File: src/rtl/connect_count_feeder.sv
// connect_count_feeder: FIFO-buffered graph feeder with fixed-latency start/count pipelines; CONNECT_COUNT_FEEDER_STATS_EN enables served/starved counters
module connect_count_feeder #(
  parameter int EXTRA_DATA_WIDTH = 10,
  parameter int DATA_IN_LATENCY = 4,
  parameter int STARTING_CONNECT_COUNT_LAG = 3,
  parameter int FIFO_DEPTH = 4
) (
  input  logic                        clk,
  input  logic                        rst,
  input  logic                        graphValid,
  output logic                        graphReady,
  input  logic [127:0]                graphData,
  input  logic [5:0]                  graphStartCount,
  input  logic [EXTRA_DATA_WIDTH-1:0] graphExtra,
  input  logic                        request,
  output logic [127:0]                graphIn,
  output logic                        start,
  output logic [EXTRA_DATA_WIDTH-1:0] extraDataIn,
  output logic [5:0]                  startingConnectCountIn_DELAYED,
  output logic [4:0]                  fifoCount,
  output logic [31:0]                 starvedCount,
  output logic [31:0]                 servedCount
);
  localparam int AW = $clog2(FIFO_DEPTH);
  localparam int DW = 128 + EXTRA_DATA_WIDTH;
  localparam int L = DATA_IN_LATENCY;
  localparam int CL = DATA_IN_LATENCY + STARTING_CONNECT_COUNT_LAG;
  logic [DW+5:0] r_mem [FIFO_DEPTH];
  logic [AW-1:0] r_wr, r_rd;
  logic [4:0] r_count;
  logic [L-1:0] r_vld;
  logic [DW-1:0] r_dat [L];
  logic [5:0] r_cnt [CL];
  logic w_push, w_pop;
  logic [DW+5:0] w_head;
  assign w_head = r_mem[r_rd];
  assign graphReady = !rst && r_count != 5'(FIFO_DEPTH);
  assign w_push = graphValid && graphReady;
  assign w_pop = !rst && request && r_count != 5'd0;
  always_ff @(posedge clk)
    if (w_push) r_mem[r_wr] <= {graphStartCount, graphExtra, graphData};
  always_ff @(posedge clk) begin
    if (rst) begin
      r_wr <= '0;
      r_rd <= '0;
      r_count <= '0;
    end else begin
      r_wr <= r_wr + AW'(w_push);
      r_rd <= r_rd + AW'(w_pop);
      r_count <= r_count + 5'(w_push) - 5'(w_pop);
    end
  end
  // Stages carry zeros on bubbles, so the tail of each pipe is already the output value
  always_ff @(posedge clk) begin
    if (rst) begin
      r_vld <= '0;
      for (int i = 0; i < L; i++) r_dat[i] <= '0;
      for (int i = 0; i < CL; i++) r_cnt[i] <= '0;
    end else begin
      r_vld <= {r_vld[L-2:0], w_pop};
      r_dat[0] <= w_pop ? w_head[DW-1:0] : '0;
      for (int i = 1; i < L; i++) r_dat[i] <= r_dat[i-1];
      r_cnt[0] <= w_pop ? w_head[DW+5:DW] : '0;
      for (int i = 1; i < CL; i++) r_cnt[i] <= r_cnt[i-1];
    end
  end
  assign start = !rst && r_vld[L-1];
  assign {extraDataIn, graphIn} = rst ? '0 : r_dat[L-1];
  assign startingConnectCountIn_DELAYED = rst ? '0 : r_cnt[CL-1];
  assign fifoCount = rst ? '0 : r_count;
`ifdef CONNECT_COUNT_FEEDER_STATS_EN
  logic [31:0] r_served, r_starved;
  logic w_bubble;
  assign w_bubble = !rst && request && r_count == 5'd0;
  always_ff @(posedge clk) begin
    if (rst) begin
      r_served <= '0;
      r_starved <= '0;
    end else begin
      r_served <= r_served + 32'(w_pop);
      r_starved <= r_starved + 32'(w_bubble);
    end
  end
  assign servedCount = rst ? '0 : r_served;
  assign starvedCount = rst ? '0 : r_starved;
`else
  assign servedCount = '0;
  assign starvedCount = '0;
`endif
endmodule

File: config.mk
export PLATFORM = sky130hd
export DESIGN_NAME = connect_count_feeder
export DESIGN_NICKNAME = d
export VERILOG_FILES = /design/src/rtl/connect_count_feeder.sv
export SDC_FILE = /design/constraint.sdc
export NUM_CORES = 1
export LEC_CHECK = 0
export ABC_AREA = 0
export BUFFER_PORTS_ARGS = -buffer_cell sky130_fd_sc_hd__clkbuf_2
export CORE_UTILIZATION = 50
export DETAILED_ROUTE_END_ITERATION = 7
export PLACE_DENSITY = 0.69
export REMOVE_ABC_BUFFERS = 1
export SKIP_LAST_GASP = 1
export SLEW_MARGIN = 20
export SYNTH_ARGS = -nofsm -noshare
export SYNTH_HDL_FRONTEND = slang
export SYNTH_SLANG_ARGS = --single-unit
File: constraint.sdc
create_clock -name clk -period 39.3 [get_ports clk]
set_clock_uncertainty 0.1 [all_clocks]
set_input_delay 7.86 -clock clk [delete_from_list [all_inputs] [get_ports clk]]
set_output_delay 7.86 -clock clk [all_outputs]
set_load 0.05 [all_outputs]
==> out/qor.txt, run 1 <==
Worst hold-check path type = reg2reg
RSZ-0062 raised after global routing = false
Cell-by-cell listing of the critical path = buf_8 > buf_4 > buf_4 > buf_4 > nor2b_1 > clkbuf_2
Fraction of layout cells with a size suffix above 1 = 0.2409
Total number of vias = 18408
Setup Crit Path Kind = in2out
Minimum clock period = 19.10 ns
GRT busiest layer = met2
CTS tree = yes
DRC viols = 0
Syn. warnings = 0
Number of antenna violations at the first check in global routing = 16
CP dominant cell by count = buf_4
Largest area contributor in the netlist = edfxtp_1
Post-route ant nets = 0
Status = finished, final reports clean
Longest Clk Path Bufs = 3
Die Height = 281.0 um
Final Wtd Congestion = 0.7232
CP max FO = 155
Clk Latency, worst-skew pair = 0.66 ns
First-pass GRT wire length = 107.1 mm
Setup Fix Bufs, Post-CTS = 0
Iter 0 DRT Violations = 952
IO buf count = 298
Leak Pwr = 16.88 nW
Largest net degree at the start of global routing = 184
Row cnt = 101
Final slew viol count = 0
TritonRoute pass-1 iters = 6
Fraction of registers with async set/reset = 0
Post-Synthesis Cells = 2329
CP Capture Type = output port
CTS H-tree lvls = 3
CTS-repair resized insts = 0
Crit path max-delay cell type = buf_4
Hold wc startpoint = r_dat[0][139]
Area Overhead vs Synth = 15.44%
Peak VDD IR = 44.43 uV
Die W = 281.0 um
CTS buffer count = 115
DPL Wire Length = 37.13 mm
Syn Std Cell Area = 38930 sq um
Max-slew headroom = 0.2540
Max Cap Viol = 0
CP arrival = 11.14 ns
Main area contributors after synthesis = edfxtp_1 (44%), dfxtp_1 (31%), nor2b_1 (9.7%), mux4_2 (8.3%), and3_1 (2.3%)
Synth cell count leaders = dfxtp_1 (607), nor2b_1 (604), edfxtp_1 (576)
Fin crit share = 0.4860
Post-route setup TNS = 0 ns
FILL cells = 5834
Critical Path RT = 31.34 ns
Core Region = 76450 sq um
Register bit total from synthesis = 1183
Die footprint = 78980 sq um
Worst R2R End = r_mem[2][131]
Crit start category = input port
Post-Syn Area per Cell = 16.71 sq um
End-of-flow core utilization = 0.5878
Ys flop type = dfxtp_1
Met3 Use GR = 0.04414
# clock sinks = 1183
PwrDens = 62.35 nW/um^2
# IOs = 363
Met1 Usage GRT = 0.2174
Final hold vios = 0
Most common cell in the synthesized netlist = dfxtp_1
Share of the synthesized area in the top cell type = 0.4443
Max Clock Freq = 52.35 MHz
Clock-pin slew on the worst setup and hold paths = 0.06 ns
Met2 Resource Use GR = 0.3084
Gr ovfl total = 0
CP peak stage delay = 0.84 ns
Reg2reg start = r_count[3]
Initial Util = 0.5092
Reg2reg path depth = 6
Pwr Total = 2.802 mW
Distinct cell type count after synthesis = 34
WHS Endpoint = r_dat[0][277]
Worst slew pin tran = 1.119 ns
Post-synth EDFFs = 576
Final setup vio count = 0
WL/cell = 18.39 um
Via-to-Cell Ratio = 4.883
GRT Total Usage = 0.1776
Net count, final = 2789
Vias in the first global route = 18859
Post-Route WL = 69.34 mm
Worst hold path stage count = 1
Root Driver = clkbuf_16
R2R setup slack = 35.56 ns
Register area share after synthesis = 0.7565
Hold buffers post-CTS = 0
## cell type report
type	count	area, sq um	area share
inverters	9	33.78	0.0007517
well taps	1030	1289	0.02868
repair buffers	322	1694	0.03770
clock buffers	164	3359	0.07476
flip-flops and latches	1183	29460	0.6555
multi-input cells	1003	8531	0.1898
clock inverters	55	566.8	0.01261
diodes	4	10.01	0.0002227
## sequential cells by signal, summed over array words and instances (netlist names)
| register | cells |
|---|---|
| r_count | 5 |
| r_mem | 576 |
| r_cnt | 42 |
| r_vld | 4 |
| r_rd | 2 |
| r_wr | 2 |
| r_dat | 552 |
## power breakdown
group | internal, mW | switching (mW)
Sequential | 1.37 | 0.0281
Clock | 0.650 | 0.451
Combinational | 0.135 | 0.168
## worst max path at each step
| stage | start | endpoint | slack (ns) | cells after the start |
|---|---|---|---|---|
| CTS | rst | graphIn[116] | 20.10 | 6 |
| detailed placement | rst | graphIn[116] | 20.11 | 6 |
| global route | rst | graphIn[60] | 19.78 | 6 |
| global placement | rst | graphIn[98] | 20.19 | 6 |
| floorplan | rst | r_mem[1][0] | 19.71 | 2 |
| finish | rst | graphIn[39] | 20.20 | 6 |
## layout by cell type (no fill, tap or decap), types with 9 or more instances in the layout
cell / count
dfxtp_1: 605
nor2b_1: 603
edfxtp_1: 576
clkbuf_2: 297
mux4_2: 144
and3_1: 144
clkbuf_16: 121
conb_1: 64
clkbuf_1: 26
clkinv_2: 24
buf_4: 23
clkbuf_8: 17
clkinv_1: 11
nor2_1: 9
## layer usage
metal  vias up  routed length, um
met5         -                149
met4        22               1394
met3       125               3963
met2       379              35190
met1      9200              28650
li1       8682                  -
## cells by family after synthesis
family	synth area share
other	0.00009633
multiplexers	0.08331
AND/OR/NAND/NOR	0.1236
XOR/XNOR	0.0009001
AO/OA/AOI/OAI	0.001961
flip-flops	0.7565
adder cells (fa/ha/maj)	0.002443
buffers and inverters	0.03115
## critical path, delay by kind of cell
kind | cells | cell delay [ns]
simple gates | 1 | 0.10
buf+inv | 5 | 2.95
## stage by stage
stage          cells  cell area [sq um]  hold WS [ns]  setup WS (ns)
6_report        3770              44940        0.3240          20.20
5_1_grt         3768              44930        0.3397          19.78
4_1_cts         3766              44930        0.3285          20.10
3_5_place_dp    3547              41000        0.3204          20.11
3_3_place_gp    3547              41000        0.3151          20.19
2_1_floorplan   2195              37990        0.3138          19.71
Power figures use the tool's default switching activity.
==> inputs of run 2 (changes only) <==
- clock period: 39.3 -> 20 ns (I/O delays scaled with it)
==> run 2 against run 1 <==
  * Combinational power is 96% higher
  * Design area is 0.18% higher
  * Cell count shrank 0.11%
  * First-iteration DRC count decreased by 5.4%
  * Highest routed layer unchanged
  * Non-clock buffer count did not move
  * Critical endpoint is now graphIn[98]
  * Utilization increased by 0.10 points
==> out/qor.txt, run 2 (same netlist as run 1, synthesis figures left out) <==
Post-Route WL = 68.57 mm (-1.1%)
Fin crit share = 0.5275
Hold buffers post-CTS = 0 (unchanged)
Post-route ant nets = 0 (unchanged)
Root Driver = clkbuf_16
Critical Path RT = 15.90 ns (-15.44 ns)
Max Cap Viol = 0 (unchanged)
Worst hold-check path type = reg2reg
Sw frac = 0.2272 (-0.003837)
Vias in the first global route = 18840 (-0.10%)
DRC viols = 0 (unchanged)
Minimum clock period = 10.55 ns
Clock group share of total power = 0.397 (+0.004)
# IOs = 363 (unchanged)
TritonRoute pass-1 iters = 5 (-1)
Commonest non-fill, non-tap cell in the layout = dfxtp_1
CTS tree = yes
Max-slew headroom = 0.2902 (+0.03627)
FILL cells = 5779 (-0.94%)
Net count, final = 2788 (-0.036%)
Via-to-Cell Ratio = 4.886 (about the same)
RSZ-0062 raised after global routing = false
Buf/Inv on CP = 4 (-1)
Pint = 4.286 mW (+99%)
Die Height = 281.0 um (unchanged)
CTS-repair resized insts = 0 (unchanged)
Gr ovfl total = 0 (unchanged)
Leak Pwr = 16.92 nW (+0.21%)
CP arrival = 6.45 ns (-4.69 ns)
Biggest regs = r_mem: 576 flops, r_dat: 552 flops, r_cnt: 42 flops
Final setup vio count = 0 (unchanged)
P_sw = 1.260 mW (+95%)
Top reg by flops = r_mem
GRT Total Usage = 0.1751 (-0.002540)
Crit start category = input port
First-pass GRT wire length = 105.8 mm (-1.2%)
Comb pwr share = 0.108 (about the same)
CP peak stage delay = 0.82 ns (-0.02 ns)
Final Wtd Congestion = 0.7215 (-0.24%)
Sequential power share = 0.495 (-0.004)
DPL Wire Length = 36.87 mm (-0.70%)
PwrDens = 123.2 nW/um^2 (+98%)
Max Clock Freq = 94.78 MHz
Status = finished, final reports clean
Storage cell area = 29460 sq um (unchanged)
Setup Fix Bufs, Post-CTS = 0 (unchanged)
IO buf count = 298 (unchanged)
Iter 0 DRT Violations = 901 (-5.4%)
Place WS = 9.432 ns (-10.68 ns)
Cell-by-cell listing of the critical path = buf_8 > buf_12 > buf_4 > nor2b_1 > clkbuf_2
CP Capture Type = output port
CP max FO = 183 (+18%)
Final slew viol count = 0 (unchanged)
Row cnt = 101 (unchanged)
Die W = 281.0 um (unchanged)
CP delay by family, top = buffers and inverters
Clock-pin slew on the worst setup and hold paths = 0.06 ns (about the same)
Number of antenna violations at the first check in global routing = 14 (-2)
Largest register FFs = 576 (unchanged)
Die footprint = 78980 sq um (unchanged)
Setup Crit Path Kind = in2out
# clock sinks = 1183 (unchanged)
Final hold vios = 0 (unchanged)
CTS H-tree lvls = 3 (unchanged)
Fraction of layout cells with a size suffix above 1 = 0.2419 (+0.0009962)
Crit path max-delay cell type = buf_4
Initial Util = 0.5092 (unchanged)
Commonest cells after routing, fill and taps aside = dfxtp_1 (605), nor2b_1 (603), edfxtp_1 (576), clkbuf_2 (297)
Longest Clk Path Bufs = 3 (unchanged)
Area Overhead vs Synth = 15.65%
Worst slew pin tran = 1.065 ns (-0.05441 ns)
Setup ws final = 9.449 ns (-10.75 ns)
Core Region = 76450 sq um (unchanged)
WL/cell = 18.21 um (-1.0%)
CTS buffer count = 114 (-0.87%)
Clk Latency, worst-skew pair = 0.66 ns (about the same)
Total number of vias = 18400 (-0.043%)
Post-route setup TNS = 0 ns (unchanged)
Largest net degree at the start of global routing = 184 (unchanged)
Peak VDD IR = 81.46 uV (+83%)
Multi-input logic area = 8531 sq um (unchanged)
==> run 2: cell types whose count changed in the layout (fill, tap and decap cells not counted), moves of 2 or more <==
| cell | delta |
|---|---|
| clkbuf_1 | -3 |
| clkbuf_16 | +2 |
| bufinv_16 | +3 |
| clkbuf_4 | +2 |
| clkinv_4 | +2 |
| clkinv_16 | -2 |
| clkinv_2 | -5 |
| clkinv_1 | -2 |
==> run 2: through the flow <==
step | hold slack [ns] | utilization | power [mW] | instances | cell area, sq um
global placement | 0.3150 | 0.5363 | 3.392 | 3547 | 41000
CTS | 0.3203 | 0.5887 | 5.616 | 3763 | 45010
detailed placement | 0.3204 | 0.5363 | 3.407 | 3547 | 41000
global route | 0.3433 | 0.5888 | 5.768 | 3764 | 45010
floorplan | 0.3138 | - | 3.285 | 2195 | 37990
finish | 0.3206 | 0.5888 | 5.546 | 3766 | 45020
==> run 2: path summary, 6_finish.rpt <==
kind	startpoint	endpoint	slack (ns)	cells after the start
max	rst	graphIn[98]	9.45	5
min	r_dat[0][55]	r_dat[0][193]	0.32	1
max reg2reg	r_count[3]	r_mem[2][33]	16.27	6
min reg2reg	r_dat[0][55]	r_dat[0][193]	0.32	1
==> run 2: area by class of cell <==
type,instances,area share
Clock inverter,51,0.01312
Clock buffer,165,0.07582
Multi-Input combinational cell,1003,0.1895
Tap cell,1030,0.02863
Timing Repair Buffer,322,0.03772
Antenna cell,3,0.0001668
Inverter,9,0.0007504
Sequential cell,1183,0.6543
==> run 2: power groups by stage <==
stage | Sequential [mW] | Combinational [mW] | Clock, mW
finish | 2.74 | 0.597 | 2.20
floorplan | 2.84 | 0.445 | 0
global placement | 2.79 | 0.599 | 0
detailed placement | 2.80 | 0.609 | 0
CTS | 2.75 | 0.611 | 2.26
global route | 2.76 | 0.652 | 2.36
==> run 2: per-layer routing <==
metal,GRT usage,vias up,part of all wire
li1,-,8672,-
met1,0.2120,9187,0.41
met2,0.3081,380,0.52
met3,0.04082,137,0.050
met4,0.05591,24,0.022
met5,0,-,0.0022
==> inputs of run 3 (changes only) <==
- PLACE_DENSITY: 0.69 -> 0.72
- clock period: 20 -> 9.24 ns (I/O delays scaled with it)
==> run 3 against run 2 <==
  * Via count fell by 1.0%
  * Design area down 0.45%
  * Critical path depth decreased by 1
  * Cell count decreased by 0.21%
  * Total power increased by 110%
  * Die area stayed put
  * Non-clock buffer count is 5 lower
  * Clock power grew 110%
  * Critical endpoint is now graphIn[77]
==> out/qor.txt, run 3 (same netlist as run 1, synthesis figures left out) <==
Status = finished, final reports clean
GRT Total Usage = 0.1749 (-0.0002077)
Top reg by flops = r_mem
CP Capture Type = output port
Critical Path RT = 7.29 ns (-8.61 ns)
Max Clock Freq = 177.9 MHz
Minimum clock period = 5.622 ns
Leak Pwr = 16.80 nW (-0.68%)
Buf/Inv on CP = 3 (-1)
Worst slew pin tran = 1.119 ns (+0.05453 ns)
Row cnt = 101 (unchanged)
Via-to-Cell Ratio = 4.845 (-0.83%)
Die footprint = 78980 sq um (unchanged)
Max-slew headroom = 0.2539 (-0.03635)
Setup Crit Path Kind = in2out
Place WS = 3.637 ns (-5.796 ns)
Fraction of layout cells with a size suffix above 1 = 0.2387 (-0.003151)
Commonest non-fill, non-tap cell in the layout = dfxtp_1
Die Height = 281.0 um (unchanged)
Post-route design area = 44820 sq um (-0.45%)
Area Overhead vs Synth = 15.13%
Placed cell areas = 41020 sq um (about the same)
Clock-pin slew on the worst setup and hold paths = 0.06 ns (about the same)
Cell-by-cell listing of the critical path = buf_8 > buf_12 > nor2b_1 > clkbuf_2
Storage cell area = 29460 sq um (unchanged)
Crit path max-delay cell type = buf_12
CP arrival = 3.67 ns (-2.78 ns)
Peak VDD IR = 198.5 uV (+140%)
Largest net degree at the start of global routing = 225 (+22%)
Die W = 281.0 um (unchanged)
End-of-flow core utilization = 0.5862 (-0.002635)
IO buf count = 298 (unchanged)
Worst hold-check path type = reg2reg
# clock sinks = 1183 (unchanged)
Total number of vias = 18208 (-1.0%)
Multi-input logic area = 8531 sq um (unchanged)
CTS buffer count = 113 (-0.88%)
Core Region = 76450 sq um (unchanged)
Setup Fix Bufs, Post-CTS = 0 (unchanged)
Clk Latency, worst-skew pair = 0.65 ns (about the same)
Post-route ant nets = 0 (unchanged)
FILL cells = 5782 (+0.052%)
CTS tree = yes
Post-route setup TNS = 0 ns (unchanged)
Biggest regs = r_mem: 576 flops, r_dat: 552 flops, r_cnt: 42 flops
Longest Clk Path Bufs = 3 (unchanged)
CP max FO = 224 (+22%)
CP peak stage delay = 0.59 ns (-0.23 ns)
RSZ-0062 raised after global routing = false
Root Driver = clkbuf_16
DPL Wire Length = 36.55 mm (-0.88%)
Net count, final = 2782 (-0.22%)
Max Cap Viol = 0 (unchanged)
Setup ws final = 3.618 ns (-5.831 ns)
Final Wtd Congestion = 0.7623 (+5.7%)
Largest register FFs = 576 (unchanged)
CP delay by family, top = buffers and inverters
Final hold vios = 0 (unchanged)
Post-Route WL = 68.54 mm (about the same)
Initial Util = 0.5092 (unchanged)
Hold buffers post-CTS = 0 (unchanged)
Commonest cells after routing, fill and taps aside = dfxtp_1 (605), nor2b_1 (603), edfxtp_1 (576), clkbuf_2 (298)
Final setup vio count = 0 (unchanged)
Crit start category = input port
PwrDens = 262.8 nW/um^2 (+110%)
WL/cell = 18.24 um (+0.18%)
TritonRoute pass-1 iters = 5 (unchanged)
Vias in the first global route = 18796 (-0.23%)
CTS H-tree lvls = 3 (unchanged)
DRC viols = 0 (unchanged)
First-pass GRT wire length = 105.3 mm (-0.52%)
Gr ovfl total = 0 (unchanged)
Fin crit share = 0.6084
Iter 0 DRT Violations = 852 (-5.4%)
CTS-repair resized insts = 0 (unchanged)
# IOs = 363 (unchanged)
Number of antenna violations at the first check in global routing = 17 (+3)
Final slew viol count = 0 (unchanged)
## run 3: power by group
group	internal (mW)	switching, mW	total [mW]
Clock	2.66	1.89	4.55
Combinational	0.575	0.706	1.28
Sequential	5.82	0.124	5.95
## run 3: through the flow
stage	total power, mW	instances	hold slack, ns
after detailed placement	7.381	3542	0.3204
after floorplan	7.111	2195	0.3138
after global placement	7.332	3542	0.3159
after global routing	12.26	3755	0.3314
after CTS	11.94	3753	0.3219
final	11.78	3758	0.3209
## run 3: path summary, 6_finish.rpt
| path | from | to | slack (ns) | depth (start not counted) |
|---|---|---|---|---|
| hold reg to reg | r_dat[0][45] | r_dat[0][183] | 0.32 | 1 |
| setup reg to reg | r_count[3] | r_count[4] | 5.93 | 11 |
| hold / removal | r_dat[0][45] | r_dat[0][183] | 0.32 | 1 |
| setup / recovery | rst | graphIn[77] | 3.62 | 4 |
## run 3: routing by layer
layer  vias up  part of all wire  track usage
met4        20             0.019      0.05310
li1       8655                 -            -
met5         -            0.0019            0
met3       113             0.056      0.04148
met1      9036              0.40       0.2101
met2       384              0.52       0.3102
## run 3: cell type report
| cell class | count | share of cell area |
|---|---|---|
| Sequential cell | 1183 | 0.6573 |
| Timing Repair Buffer | 317 | 0.03808 |
| Clock inverter | 48 | 0.009911 |
| Antenna cell | 5 | 0.0002792 |
| Inverter | 9 | 0.0007538 |
| Clock buffer | 163 | 0.07463 |
| Multi-Input combinational cell | 1003 | 0.1903 |
| Tap cell | 1030 | 0.02876 |
